## src/rtl/fifo_burst_reader_pkg.sv

```systemverilog
// Shared definitions for the FIFO burst drain controller: default widths and
// the drain FSM state encoding.
package fifo_burst_reader_pkg;

   localparam int DEF_ADDR_W    = 11;
   localparam int DEF_DATA_W    = 8;
   localparam int DEF_BURST_LEN = 16;

   typedef enum logic [1:0] {
      ST_IDLE  = 2'd0,
      ST_BURST = 2'd1,
      ST_DRAIN = 2'd2
   } burst_state_t;

endpackage

```

## src/rtl/fifo_burst_reader_addr_sync_filter.sv

```systemverilog
// Brings the foreign-domain FIFO write address into the read clock domain:
// a two-flop synchronizer followed by an agreement filter against multi-bit skew.
module addr_sync_filter
   import fifo_burst_reader_pkg::*;
#(
   parameter int ADDR_W = DEF_ADDR_W
) (
   input  logic              clk,
   input  logic              reset,
   input  logic [ADDR_W-1:0] addr,
   output logic [ADDR_W-1:0] addr_sync
);

   logic [ADDR_W-1:0] sync_a;
   logic [ADDR_W-1:0] sync_b;

   // A value is accepted only once two consecutive synchronizer samples agree,
   // so a sample caught mid-transition never reaches addr_sync.
   always_ff @(posedge clk or negedge reset) begin
      if (!reset) begin
         sync_a    <= '0;
         sync_b    <= '0;
         addr_sync <= '0;
      end else begin
         sync_a <= addr;
         sync_b <= sync_a;
         if (sync_a == sync_b) begin
            addr_sync <= sync_b;
         end
      end
   end

endmodule

```

## src/rtl/fifo_burst_reader.sv

```systemverilog
// Read-side drain controller: waits for a full burst in the tracking FIFO, then
// pulls BURST_LEN bytes through a 2-entry buffer onto a valid/ready byte stream.
module fifo_burst_reader
   import fifo_burst_reader_pkg::*;
#(
   parameter int ADDR_W    = DEF_ADDR_W,
   parameter int DATA_W    = DEF_DATA_W,
   parameter int BURST_LEN = DEF_BURST_LEN
) (
   input  logic              clk,
   input  logic              reset,
   input  logic              enable,
   input  logic [ADDR_W-1:0] fifo_addr_in,
   input  logic [ADDR_W-1:0] fifo_addr_out,
   output logic              fifo_read,
   input  logic [DATA_W-1:0] fifo_data,
   output logic [DATA_W-1:0] m_data,
   output logic              m_valid,
   input  logic              m_ready,
   output logic              m_last,
   output logic [ADDR_W-1:0] level,
   output logic              busy,
   output burst_state_t      state_dbg
);

   // Stream handshake: a byte transfers on every rising clk edge where
   // m_valid & m_ready; while m_valid is high and m_ready low, m_data and
   // m_last hold their values.

   localparam logic [ADDR_W-1:0] BURST_CNT = ADDR_W'(BURST_LEN);

   burst_state_t      state;
   logic [ADDR_W-1:0] wr_sync;
   logic [ADDR_W-1:0] level_q;
   logic [ADDR_W-1:0] remaining;
   logic              busy_q;
   logic              rd_d1;
   logic              last_d1;

   logic [DATA_W-1:0] data0;
   logic [DATA_W-1:0] data1;
   logic              last0;
   logic              last1;
   logic [1:0]        cnt;

   logic              push;
   logic              pop;
   logic              can_issue;

   addr_sync_filter #(
      .ADDR_W (ADDR_W)
   ) u_sync (
      .clk       (clk),
      .reset     (reset),
      .addr      (fifo_addr_in),
      .addr_sync (wr_sync)
   );

   assign m_valid = (cnt != 2'd0);
   assign pop     = m_valid & m_ready;
   assign push    = rd_d1;

   // Occupancy counts bytes held plus the one in flight plus this new read,
   // credited with the pop happening this cycle; this keeps 1 byte/cycle.
   assign can_issue = ({1'b0, cnt} + {2'b00, rd_d1} + 3'd1) <= ({2'b00, pop} + 3'd2);
   assign fifo_read = (state == ST_BURST) && (remaining != '0) && can_issue;

   assign m_data    = data0;
   assign m_last    = last0 & m_valid;
   assign level     = level_q;
   assign busy      = busy_q;
   assign state_dbg = state;

   always_ff @(posedge clk or negedge reset) begin
      if (!reset) begin
         level_q <= '0;
      end else begin
         level_q <= wr_sync - fifo_addr_out;
      end
   end

   always_ff @(posedge clk or negedge reset) begin
      if (!reset) begin
         state     <= ST_IDLE;
         remaining <= '0;
         busy_q    <= 1'b0;
         rd_d1     <= 1'b0;
         last_d1   <= 1'b0;
      end else begin
         rd_d1   <= fifo_read;
         last_d1 <= fifo_read && (remaining == ADDR_W'(1));
         case (state)
            ST_IDLE: begin
               if (enable && (level_q >= BURST_CNT)) begin
                  state     <= ST_BURST;
                  remaining <= BURST_CNT;
                  busy_q    <= 1'b1;
               end
            end
            ST_BURST: begin
               if (fifo_read) begin
                  remaining <= remaining - ADDR_W'(1);
                  if (remaining == ADDR_W'(1)) begin
                     state <= ST_DRAIN;
                  end
               end
            end
            ST_DRAIN: begin
               if ((cnt == 2'd0) && !rd_d1) begin
                  state  <= ST_IDLE;
                  busy_q <= 1'b0;
               end
            end
            default: begin
               state <= ST_IDLE;
            end
         endcase
      end
   end

   // Slot 0 is always the head, so m_data comes straight from a flop.
   always_ff @(posedge clk or negedge reset) begin
      if (!reset) begin
         cnt   <= 2'd0;
         data0 <= '0;
         data1 <= '0;
         last0 <= 1'b0;
         last1 <= 1'b0;
      end else begin
         case ({push, pop})
            2'b10: begin
               if (cnt == 2'd0) begin
                  data0 <= fifo_data;
                  last0 <= last_d1;
               end else begin
                  data1 <= fifo_data;
                  last1 <= last_d1;
               end
               cnt <= cnt + 2'd1;
            end
            2'b01: begin
               data0 <= data1;
               last0 <= last1;
               cnt   <= cnt - 2'd1;
            end
            2'b11: begin
               if (cnt == 2'd1) begin
                  data0 <= fifo_data;
                  last0 <= last_d1;
               end else begin
                  data0 <= data1;
                  last0 <= last1;
                  data1 <= fifo_data;
                  last1 <= last_d1;
               end
            end
            default: begin
            end
         endcase
      end
   end

endmodule
```

## config.mk

```make
export PLATFORM = sky130hd
export DESIGN_NAME = fifo_burst_reader
export DESIGN_NICKNAME = d
export VERILOG_FILES = /design/src/rtl/fifo_burst_reader_pkg.sv /design/src/rtl/fifo_burst_reader_addr_sync_filter.sv /design/src/rtl/fifo_burst_reader.sv
export SDC_FILE = /design/constraint.sdc
export NUM_CORES = 1
export LEC_CHECK = 0
export BUFFER_PORTS_ARGS = -buffer_cell sky130_fd_sc_hd__clkbuf_2
export CAP_MARGIN = 25
export CORE_AREA = 2 2 90 92
export DETAILED_ROUTE_END_ITERATION = 10
export DIE_AREA = 0 0 92 94
export PLACE_DENSITY = 0.7
export SYNTH_ARGS = -nofsm -noshare
export SYNTH_HDL_FRONTEND = slang
export SYNTH_SLANG_ARGS = --single-unit
```

## constraint.sdc

```tcl
create_clock -name clk -period 5.85 [get_ports clk]
set_input_delay 1.17 -clock clk [delete_from_list [all_inputs] [get_ports clk]]
set_output_delay 1.17 -clock clk [all_outputs]
set_load 0.05 [all_outputs]
```

Yosys cells after proc, flatten, opt, wreduce, memory -nomap -nowiden. Index checks and enable logic that the tools add are counted.

Add/subtract/negate cells: 7. Order comparisons: 2. Equal/unequal tests: 15. Multiplexer cells: 24. Bitwise gates (word level): 2. Reduce and logical (&&, ||, !) cells: 20.

Operators by type and width (count): $mux 8 (4); $pmux 8 s3 (1); $mux 11 (2); $pmux 11 s2 (1); $pmux 8 s2 (1); $ne 2x2->1 const B (6); $eq 11x1->1 const B (1); $eq 11x11->1 (1); $ge 11x5->1 const B (1); $reduce_bool 11->1 (1); $sub 11x1->11 const B (1); $sub 11x11->11 (1); $reduce_bool 2->1 (5); $reduce_and 3->1 (3); $mux 2 (4); $eq 2x1->1 const B (3); $eq 2x2->1 const B (3); $mux 1 (6); $pmux 2 s3 (1); $logic_and 1x1->1 (5); $logic_not 2->1 (2); $pmux 1 s2 (2); $pmux 2 s2 (1); $reduce_and 4->1 (1); other kinds (12) (13).

Register bits after elaboration: 80. Bits of input ports: 34. Output and inout bits: 25. Logic and storage cells: 84.

Depth between registers and ports, before layout. Gate-level depths: netlist of run 1.

Depth after elaboration: 7. Mapped depth: 12. Mapped depth without buffers: 12.

By module. A second synthesis of run 1 with hierarchy kept.

Cells, all modules: 315. Area total of the unflattened synthesis: 3762.4 µm².

By module, submodules not included: fifo_burst_reader (instances 1, cells an instance 255, area each 2645.0 µm², seq. area each 1176.1 µm²); addr_sync_filter (instances 1, cells an instance 60, area each 1117.3 µm², seq. area each 825.8 µm²).

Worst setup path before layout of run 1. No wires, ideal clock.

Kind: input to output. From: input m_ready. To: output fifo_read. Arrival time: 2234 ps. Required time: 4680 ps. Slack: 2446 ps. Stages on the path: 7. Path buffers: 0. Path through: nand2_1 inv_1 ha_1 nor3b_1 nor3_4 nand2_4 inv_4.

Longest elaborated chain between the ends: 4.

RTL lines: start, declared (RTL line fifo_burst_reader.sv:19) `input logic m_ready,`; $and 1x1->1 (RTL line fifo_burst_reader.sv:60) `assign pop = m_valid & m_ready;`; $add 1x2->3 (RTL line fifo_burst_reader.sv:65) `assign can_issue = ({1'b0, cnt} + {2'b00, rd_d1} + 3'd1) <= ({2'b00, pop} + 3'd2);`; $le 3x3->1 (RTL line fifo_burst_reader.sv:65); $logic_and 1x1->1 (RTL line fifo_burst_reader.sv:66) `assign fifo_read = (state == ST_BURST) && (remaining != '0) && can_issue;`; end, declared (RTL line fifo_burst_reader.sv:15) `output logic fifo_read,`.

No other way between the ends.

Final worst setup path of run 1. Ends and elaborated chain as after synthesis.

==> impl_metrics.ini, run 1 <==
[run_status]
outcome = complete, no violations

[grt]
antenna_found_initial = 0
grt_max_degree = 81
globalRouteOverflowTotal = 0
grt_pass1_vias = 2475
grt.total_usage_pct = 16.87
grt_pass1_wl_um = 11320

[place]
portBuffers = 58
place_hpwl_um = 4886
gp_congestion = 0.8869

[pwr]
power.density_nw_per_um2 = 459.4
peakVddDrop_mv = 0.1840
pwr-share-comb_pct = 42.7
swShare_pct = 42.76
power_leakage_nw = 2.105
intPower_w = 0.001134
power.share.clock_pct = 18.4
p_total_w = 0.001982
seq_power_share_pct = 38.9
p_switching_w = 0.0008475

[logic_synthesis]
ys_types = 48
syn_avg_cell_area_sq_um = 11.70
netlist_area_sq_um = 3699
ys.flop_type = dfrtp_1
yosys_warnings = 0
syn_inst = 316
synth_enable_flop_cells = 0
ys_async_sr_fraction_pct = 100.0
synthesis.nets = 372
synth-seq-area-share_pct = 54.13
ys_seq_elements = 80

[route]
first_iter_violations = 66
wl_per_cell_um = 13.36
drt-vias-per-instance = 5.059
ant_nets = 0
finalWirelength_um = 6546
drc = 0
via_count = 2479
drt_first_pass_iters = 4

[worst_setup_path]
crit_type = in -> out
cp.buffers_inverters = 4
critPathArrivalTime_ns = 2.66
slowest_stage = nor3b_1
worstPathRequired_ns = 4.68
max_stage_delay_ns = 0.39
path_max_fanout = 8
cp-start-kind = primary input
crit_chain = clkbuf_2 > nand2_1 > inv_1 > ha_1 > nor3b_1 > nor3_4 > nand2_4 > inv_4 > clkbuf_2
crit_top_cell = clkbuf_2
crit_family = simple AND/OR/NAND/NOR gates
worst_setup_path_end_kind = primary output

[die]
die_x_um = 92
io_pins = 59
start_util_pct = 48.62
core_sq_um = 7607
die_y_um = 94
placementRows = 32
die_area_sq_um = 8648

[timing]
fmax_mhz = 261.3
period_needed_ns = 3.827
rsz0062_at_grt = false
final_hold_viol_count = 0
tightest_slew_ns = 0.7829
finalSetupTns_ns = 0
fin_crit_sh_pct = 65.41
timing.final.max_slew_violations = 0
fin_worst_skew_ns = 0.01260
max_slew_margin_pct = 46.32
setup_viol = 0

[finish]
antennaDiodeCount = 0
area_growth_syn_to_layout_pct = 16.64
drive_gt1_share_pct = 28.09
layout_common_cells = 80 x dfrtp_1, 57 x clkbuf_2, 24 x inv_1, 24 x nand2_1
fin_nets = 439
final_common_cell = dfrtp_1

[clocking]
cts_buffers = 9
hold_buffers = 0
cts_setup_buffers = 0
cts_tree = yes
clk_pin_slew_worst_paths_ns = 0.08
htreeDepth = 3
cts_root_buffer = clkbuf_8
cts_max_path_buffers = 2
ctsResizeCount = 0
insertion_delay_ns = 0.36
cts_sinks = 80

[worst_hold_path]
hold_class = reg -> reg

[job]
drv_cap = 0
[area by class of cell]
type	instances	area [sq um]
Tap cell	102	127.6
Clock inverter	7	53.80
Timing Repair Buffer	60	327.8
Multi-Input combinational cell	207	1583
Fill cell	662	3293
Inverter	25	96.34
Clock buffer	9	123.9
Sequential cell	80	2002
[routing by layer]
layer | wire, um | GRT usage (%)
met5 | 0 | 0
met4 | 107 | 7.090
met1 | 3030 | 21.91
met3 | 299 | 4.494
met2 | 3108 | 26.90
[path summary, 6_finish.rpt]
path | from | endpoint | slack (ns) | depth (start not counted)
max reg2reg | cnt[0] | remaining[8] | 3.32 | 11
min in group asynchronous | reset | remaining[8] | 0.61 | 1
min reg2reg | u_sync.sync_a[1] | u_sync.sync_b[1] | 0.39 | 0
max in group asynchronous | reset | u_sync.sync_a[9] | 4.69 | 2
max | m_ready | fifo_read | 2.02 | 9
min | u_sync.sync_a[1] | u_sync.sync_b[1] | 0.39 | 0
[power by group through the flow]
stage                     combinational, W  clock (W)  sequential, W
final                             0.000847   0.000365       0.000770
after global routing              0.000939   0.000403       0.000786
after CTS                         0.000852   0.000377       0.000769
after detailed placement          0.000851          0       0.000780
after global placement            0.000827          0       0.000775
after floorplan                   0.000545          0       0.000880
[sequential cells by signal (all words and copies together) (netlist names)]
register,cells
u_sync.sync_a,11
u_sync.addr_sync,11
data1,8
u_sync.sync_b,11
level,11
last_d1,1
last0,1
cnt,2
busy,1
last1,1
remaining,11
push,1
m_data,8
state_dbg,2
[kinds of logic after synthesis]
group	count (synthesis)	synth area share, %
compound gates	62	11.33
fa+ha+maj	22	7.645
flops	80	54.13
mux	22	6.665
simple gates	75	10.99
xor+xnor	26	6.157
buf+inv	29	3.079
[stage by stage]
stage / worst slack (ns) / utilization, % / cell area, sq um / hold WS, ns / cells
4_1_cts: 2.012 / 56.35 / 4287 / 0.3976 / 489
3_5_place_dp: 2.009 / 54.01 / 4109 / 0.3784 / 473
2_1_floorplan: 2.446 / - / 3699 / 0.3715 / 316
5_1_grt: 1.826 / 56.71 / 4314 / 0.4027 / 490
6_report: 2.023 / 56.71 / 4314 / 0.3945 / 490
3_3_place_gp: 2.079 / 53.91 / 4101 / 0.3777 / 472
[Yosys cell counts (2+ instances only)]
library cell / n / share of area, %
a211oi_1: 2 / 0.41
a21o_1: 4 / 0.81
a21oi_1: 9 / 1.2
a22oi_1: 10 / 2.0
a31oi_1: 2 / 0.34
and3_1: 2 / 0.34
buf_2: 2 / 0.27
dfrtp_1: 80 / 54
ha_1: 21 / 7.1
inv_1: 24 / 2.4
mux2_2: 21 / 6.4
nand2_1: 24 / 2.4
nand3_1: 8 / 1.1
nand4_1: 3 / 0.51
nor2_1: 11 / 1.1
nor2b_1: 5 / 0.85
nor3_1: 8 / 1.1
nor4_1: 4 / 0.68
o21ai_0: 19 / 2.6
o2bb2ai_1: 3 / 0.71
o31ai_1: 2 / 0.41
or2_2: 2 / 0.34
xnor2_1: 10 / 2.4
xor2_1: 16 / 3.8
Power figures use the tool's default switching activity.
==> run 2: changes to the inputs <==
- PLACE_DENSITY: 0.7 -> 0.73
- clock period: 5.85 -> 3.5 ns (I/O delays scaled with it)
==> impl_metrics.ini, run 2 (synthesized netlist as in run 1, its figures left out) <==
[finish]
fin_nets = 440
fin_util_pct = 57.20
nFillCells = 663
final_common_cell = dfrtp_1
antennaDiodeCount = 0
drive_gt1_share_pct = 28.28
layout_common_cells = 80 x dfrtp_1, 56 x clkbuf_2, 24 x inv_1, 24 x nand2_1
area_growth_syn_to_layout_pct = 17.66
design_area_sq_um = 4352

[die]
placementRows = 32
die_x_um = 92
die_y_um = 94
core_sq_um = 7607
die_area_sq_um = 8648
start_util_pct = 48.62
io_pins = 59

[clocking]
cts_sinks = 80
htreeDepth = 3
clk_pin_slew_worst_paths_ns = 0.09
cts_root_buffer = clkbuf_8
cts_buffers = 9
hold_buffers = 0
insertion_delay_ns = 0.34
cts_tree = yes
cts_max_path_buffers = 2

[timing]
setup_viol = 0
fin_crit_sh_pct = 93.01
period_needed_ns = 3.255
fin_ws_ns = 0.2447
final_hold_viol_count = 0
tightest_slew_ns = 0.7473
fmax_mhz = 307.2
fin_worst_skew_ns = 0.01050
timing.final.max_slew_violations = 0
max_slew_margin_pct = 48.75

[route]
finalWirelength_um = 6752
ant_nets = 0
drc = 0
via_count = 2544
drt-vias-per-instance = 5.181
wl_per_cell_um = 13.75
drt_first_pass_iters = 4
first_iter_violations = 91

[worst_setup_path]
cp-start-kind = flip-flop
worst_setup_path_end_kind = primary output
critPathArrivalTime_ns = 2.56
path_max_fanout = 7
crit_type = reg -> out
worstPathRequired_ns = 2.80

[place]
placed_cell_area_sq_um = 4109
gp_congestion = 0.8718
place_hpwl_um = 4984
place_worst_setup_slack_ns = 0.5810
portBuffers = 58

[run_status]
outcome = complete, no violations

[pwr]
power_leakage_nw = 2.130
peakVddDrop_mv = 0.3612
power.density_nw_per_um2 = 788.1

[grt]
globalRouteOverflowTotal = 0
grt_pass1_wl_um = 11500
grt_max_degree = 81
grt_pass1_vias = 2525
antenna_found_initial = 0
grt.total_usage_pct = 17.04

[worst_hold_path]
hold_class = in -> async

[job]
drv_cap = 0
## run 2: timing repair
action / 4_1_cts / 5_1_grt
setup buffers: 0 / 1
setup endpoints to repair: 0 / 1
gates resized for setup: 0 / 1
## run 2: metal layers
| metal | vias to the layer above | global-route usage, % | wire length (um) | part of all wire, % |
|---|---|---|---|---|
| li1 | 1247 | - | - | - |
| met5 | - | 0 | 0 | 0 |
| met4 | 0 | 4.726 | 51 | 0.76 |
| met1 | 1232 | 20.32 | 2852 | 42 |
| met3 | 5 | 5.859 | 312 | 4.6 |
| met2 | 60 | 29.47 | 3536 | 52 |
## run 2: final timing paths
check / start / end / slack [ns] / cells after the start
worst max register to register: cnt[0] / remaining[8] / 0.95 / 11
worst min register to register: u_sync.sync_a[2] / u_sync.sync_b[2] / 0.40 / 0
max in group asynchronous: reset / m_data[2] / 2.60 / 2
worst max-delay path: cnt[0] / fifo_read / 0.24 / 11
worst min-delay path: reset / remaining[9] / 0.31 / 1
min in group clk: u_sync.sync_a[2] / u_sync.sync_b[2] / 0.40 / 0
## run 2: power by group
| part | switching, W | internal [W] |
|---|---|---|
| Sequential | 0.000167 | 0.00112 |
| Clock | 0.000332 | 0.000373 |
| Combinational | 0.000906 | 0.000526 |
| Total | 0.00141 | 0.00202 |
## run 2: cell type report
type / instances / area (sq um) / area share [%]
clock buffers: 11 / 151.4 / 3.479
clock inverters: 5 / 63.81 / 1.466
inverters: 25 / 96.34 / 2.214
multi-input cells: 207 / 1583 / 36.37
flip-flops and latches: 80 / 2002 / 46.00
well taps: 102 / 127.6 / 2.933
repair buffers: 61 / 327.8 / 7.533
## run 2: through the flow
stage,instances,total power [W],setup TNS [ns],hold WS [ns]
2_1_floorplan,316,0.002382,0,0.3715
3_3_place_gp,473,0.002675,0,0.3777
3_5_place_dp,473,0.002716,0,0.3792
4_1_cts,489,0.003437,0,0.4021
5_1_grt,491,0.003676,-0.00002909,0.3346
6_report,491,0.003430,0,0.3107
## run 2: critical path, stage by stage, from the launching register on
cell and delay, ns:
dfrtp_1 0.41, inv_1 0.10, ha_1 0.24, inv_1 0.10, nand2_1 0.10, inv_1 0.09, ha_1 0.28, nor3b_1 0.06
nor3_4 0.33, nand2_4 0.11, inv_4 0.12, buf_2 0.27
==> run 3: changes to the inputs <==
- ABC_AREA: not set -> 1
- CORE_AREA: 2 2 90 92 -> 2 2 92 94
- DIE_AREA: 0 0 92 94 -> 0 0 94 96
==> impl_metrics.ini, run 3 <==
[logic_synthesis]
synth.most_common_cell = nand2_1
synthesis.nets = 506
synth_compound_area_share_pct = 7.437
ys_types = 31
synth_top_family_by_area = simple AND/OR/NAND/NOR gates
synthTopCellsByCount = 111 x nand2_1, 80 x dfrtp_1, 75 x inv_1
synth_top_area_cell = dfrtp_1
ys_async_sr_fraction_pct = 100.0
ys.flop_type = dfrtp_1
synth-seq-area-share_pct = 51.07
muxShareOfSynthArea_pct = 0
synthAdderAreaFrac_pct = 7.214
ys_seq_elements = 80
synth_simple_gate_area_share_pct = 20.36
syn_avg_cell_area_sq_um = 8.711
netlist_area_sq_um = 3920
synth_enable_flop_cells = 0
yosys-top-cells-area = dfrtp_1 51%, nand2_1 11%, inv_1 7.2%
synth_top_area_share_pct = 51.07
synth_xor_area_share_pct = 5.586
yosys_warnings = 0
syn_inst = 450

[timing]
max_slew_margin_pct = 45.53
period_needed_ns = 3.175
rsz0062_at_grt = false
final_hold_viol_count = 0
fmax_mhz = 315.0
setup_viol = 0
fin_worst_skew_ns = 0.009784
timing.final.max_slew_violations = 0
fin_crit_sh_pct = 90.70
finalSetupTns_ns = 0
tightest_slew_ns = 0.8171

[die]
die_y_um = 96
io_pins = 59
die_x_um = 94
core_sq_um = 8051
placementRows = 33
die_area_sq_um = 9024
start_util_pct = 48.69

[worst_setup_path]
path_max_fanout = 11
critPathArrivalTime_ns = 2.47
worstPathRequired_ns = 2.80
cp-start-kind = flip-flop
worstSetupStartpoint = cnt[0]
reg2reg_depth = 11
crit_type = reg -> out
worstReg2RegStart = cnt[0]
worst_setup_path_end_kind = primary output

[clocking]
cts_root_buffer = clkbuf_8
clk_pin_slew_worst_paths_ns = 0.09
hold_buffers = 0
cts_buffers = 9
cts_setup_buffers = 0
cts_max_path_buffers = 2
htreeDepth = 3
cts_sinks = 80
cts_tree = yes
insertion_delay_ns = 0.35
ctsResizeCount = 0

[finish]
final_common_cell = nand2_1
fin_nets = 571
fin_util_pct = 56.64
design_area_sq_um = 4561
layout_common_cells = 111 x nand2_1, 80 x dfrtp_1, 75 x inv_1, 57 x clkbuf_2, 34 x nand3_1
antennaDiodeCount = 0
drive_gt1_share_pct = 17.31
area_growth_syn_to_layout_pct = 16.34

[place]
placed_cell_area_sq_um = 4314
gp_congestion = 0.8469
portBuffers = 58
place_hpwl_um = 5270

[grt]
grt.total_usage_pct = 17.64
antenna_found_initial = 0
globalRouteOverflowTotal = 0
grt_max_degree = 81
grt_pass1_vias = 2854
grt_pass1_wl_um = 12480

[route]
wl_per_cell_um = 11.52
first_iter_violations = 143
finalWirelength_um = 7201
drc = 0
drt_first_pass_iters = 4
via_count = 2976
ant_nets = 0
drt-vias-per-instance = 4.762

[pwr]
power_leakage_nw = 2.487
peakVddDrop_mv = 0.3183
power.density_nw_per_um2 = 795.9

[run_status]
outcome = complete, no violations

[worst_hold_path]
hold_class = in -> async

[job]
drv_cap = 0
==> run 3: cell types whose count changed after synthesis, sizes merged, moves of 14 or more <==
| cell | before | now |
|---|---|---|
| nor2 | 11 | 25 |
| o21ai | 19 | 33 |
| nand3 | 9 | 35 |
| nand2 | 25 | 114 |
| mux2 | 21 | 0 |
| inv | 25 | 77 |
==> run 3: stage by stage <==
step	total power, W	setup slack (ns)	hold WS, ns	std cells
floorplan	0.002550	0.7052	0.3537	450
global placement	0.002830	0.7734	0.3586	608
detailed placement	0.002891	0.6917	0.3723	608
CTS	0.003670	0.2966	0.3930	624
global route	0.003945	0.1342	0.3303	625
finish	0.003630	0.3255	0.3100	625
==> run 3: power by group <==
part	total [W]	leakage, nW	switching, W	internal (W)
Sequential	0.00129	0.989	0.000150	0.00114
Clock	0.000768	0.116	0.000356	0.000412
Combinational	0.00157	1.38	0.00111	0.000465
Total	0.00363	2.49	0.00161	0.00202
==> run 3: layout make-up <==
type / instances / area (sq um)
clock inverters: 7 / 102.6
multi-input cells: 287 / 1592
inverters: 77 / 289.0
flip-flops and latches: 80 / 2002
fillers: 750 / 3491
well taps: 105 / 131.4
clock buffers: 9 / 123.9
repair buffers: 60 / 320.3
==> run 3: worst paths after layout <==
kind / end / slack [ns]
max in group asynchronous: push / 2.61
hold reg to reg: u_sync.sync_b[3] / 0.39
setup / recovery: fifo_read / 0.33
setup reg to reg: m_data[5] / 1.02
min in group clk: u_sync.sync_b[3] / 0.39
hold / removal: level[2] / 0.31
==> run 3: per-layer routing <==
| metal | part of all wire (%) | track usage (%) | vias to the layer above |
|---|---|---|---|
| met2 | 47 | 28.87 | 57 |
| met4 | 1.6 | 6.401 | 0 |
| met1 | 47 | 23.27 | 1370 |
| met5 | 0 | 0 | - |
| met3 | 3.8 | 3.915 | 10 |
| li1 | - | - | 1539 |
==> run 3: cells by family after synthesis <==
family          after synthesis
buf+inv                      83
xor+xnor                     25
simple gates                186
flops                        80
fa+ha+maj                    22
compound gates               54
==> run 3: critical path: stages (launching register included) <==
cell and delay [ns]:
dfrtp_1 0.41, inv_1 0.09, ha_1 0.22, inv_1 0.16
nand2_1 0.13, inv_1 0.12, ha_1 0.24, nor3b_1 0.24
nor2_2 0.06, nand2_2 0.11, inv_2 0.11, clkbuf_2 0.25
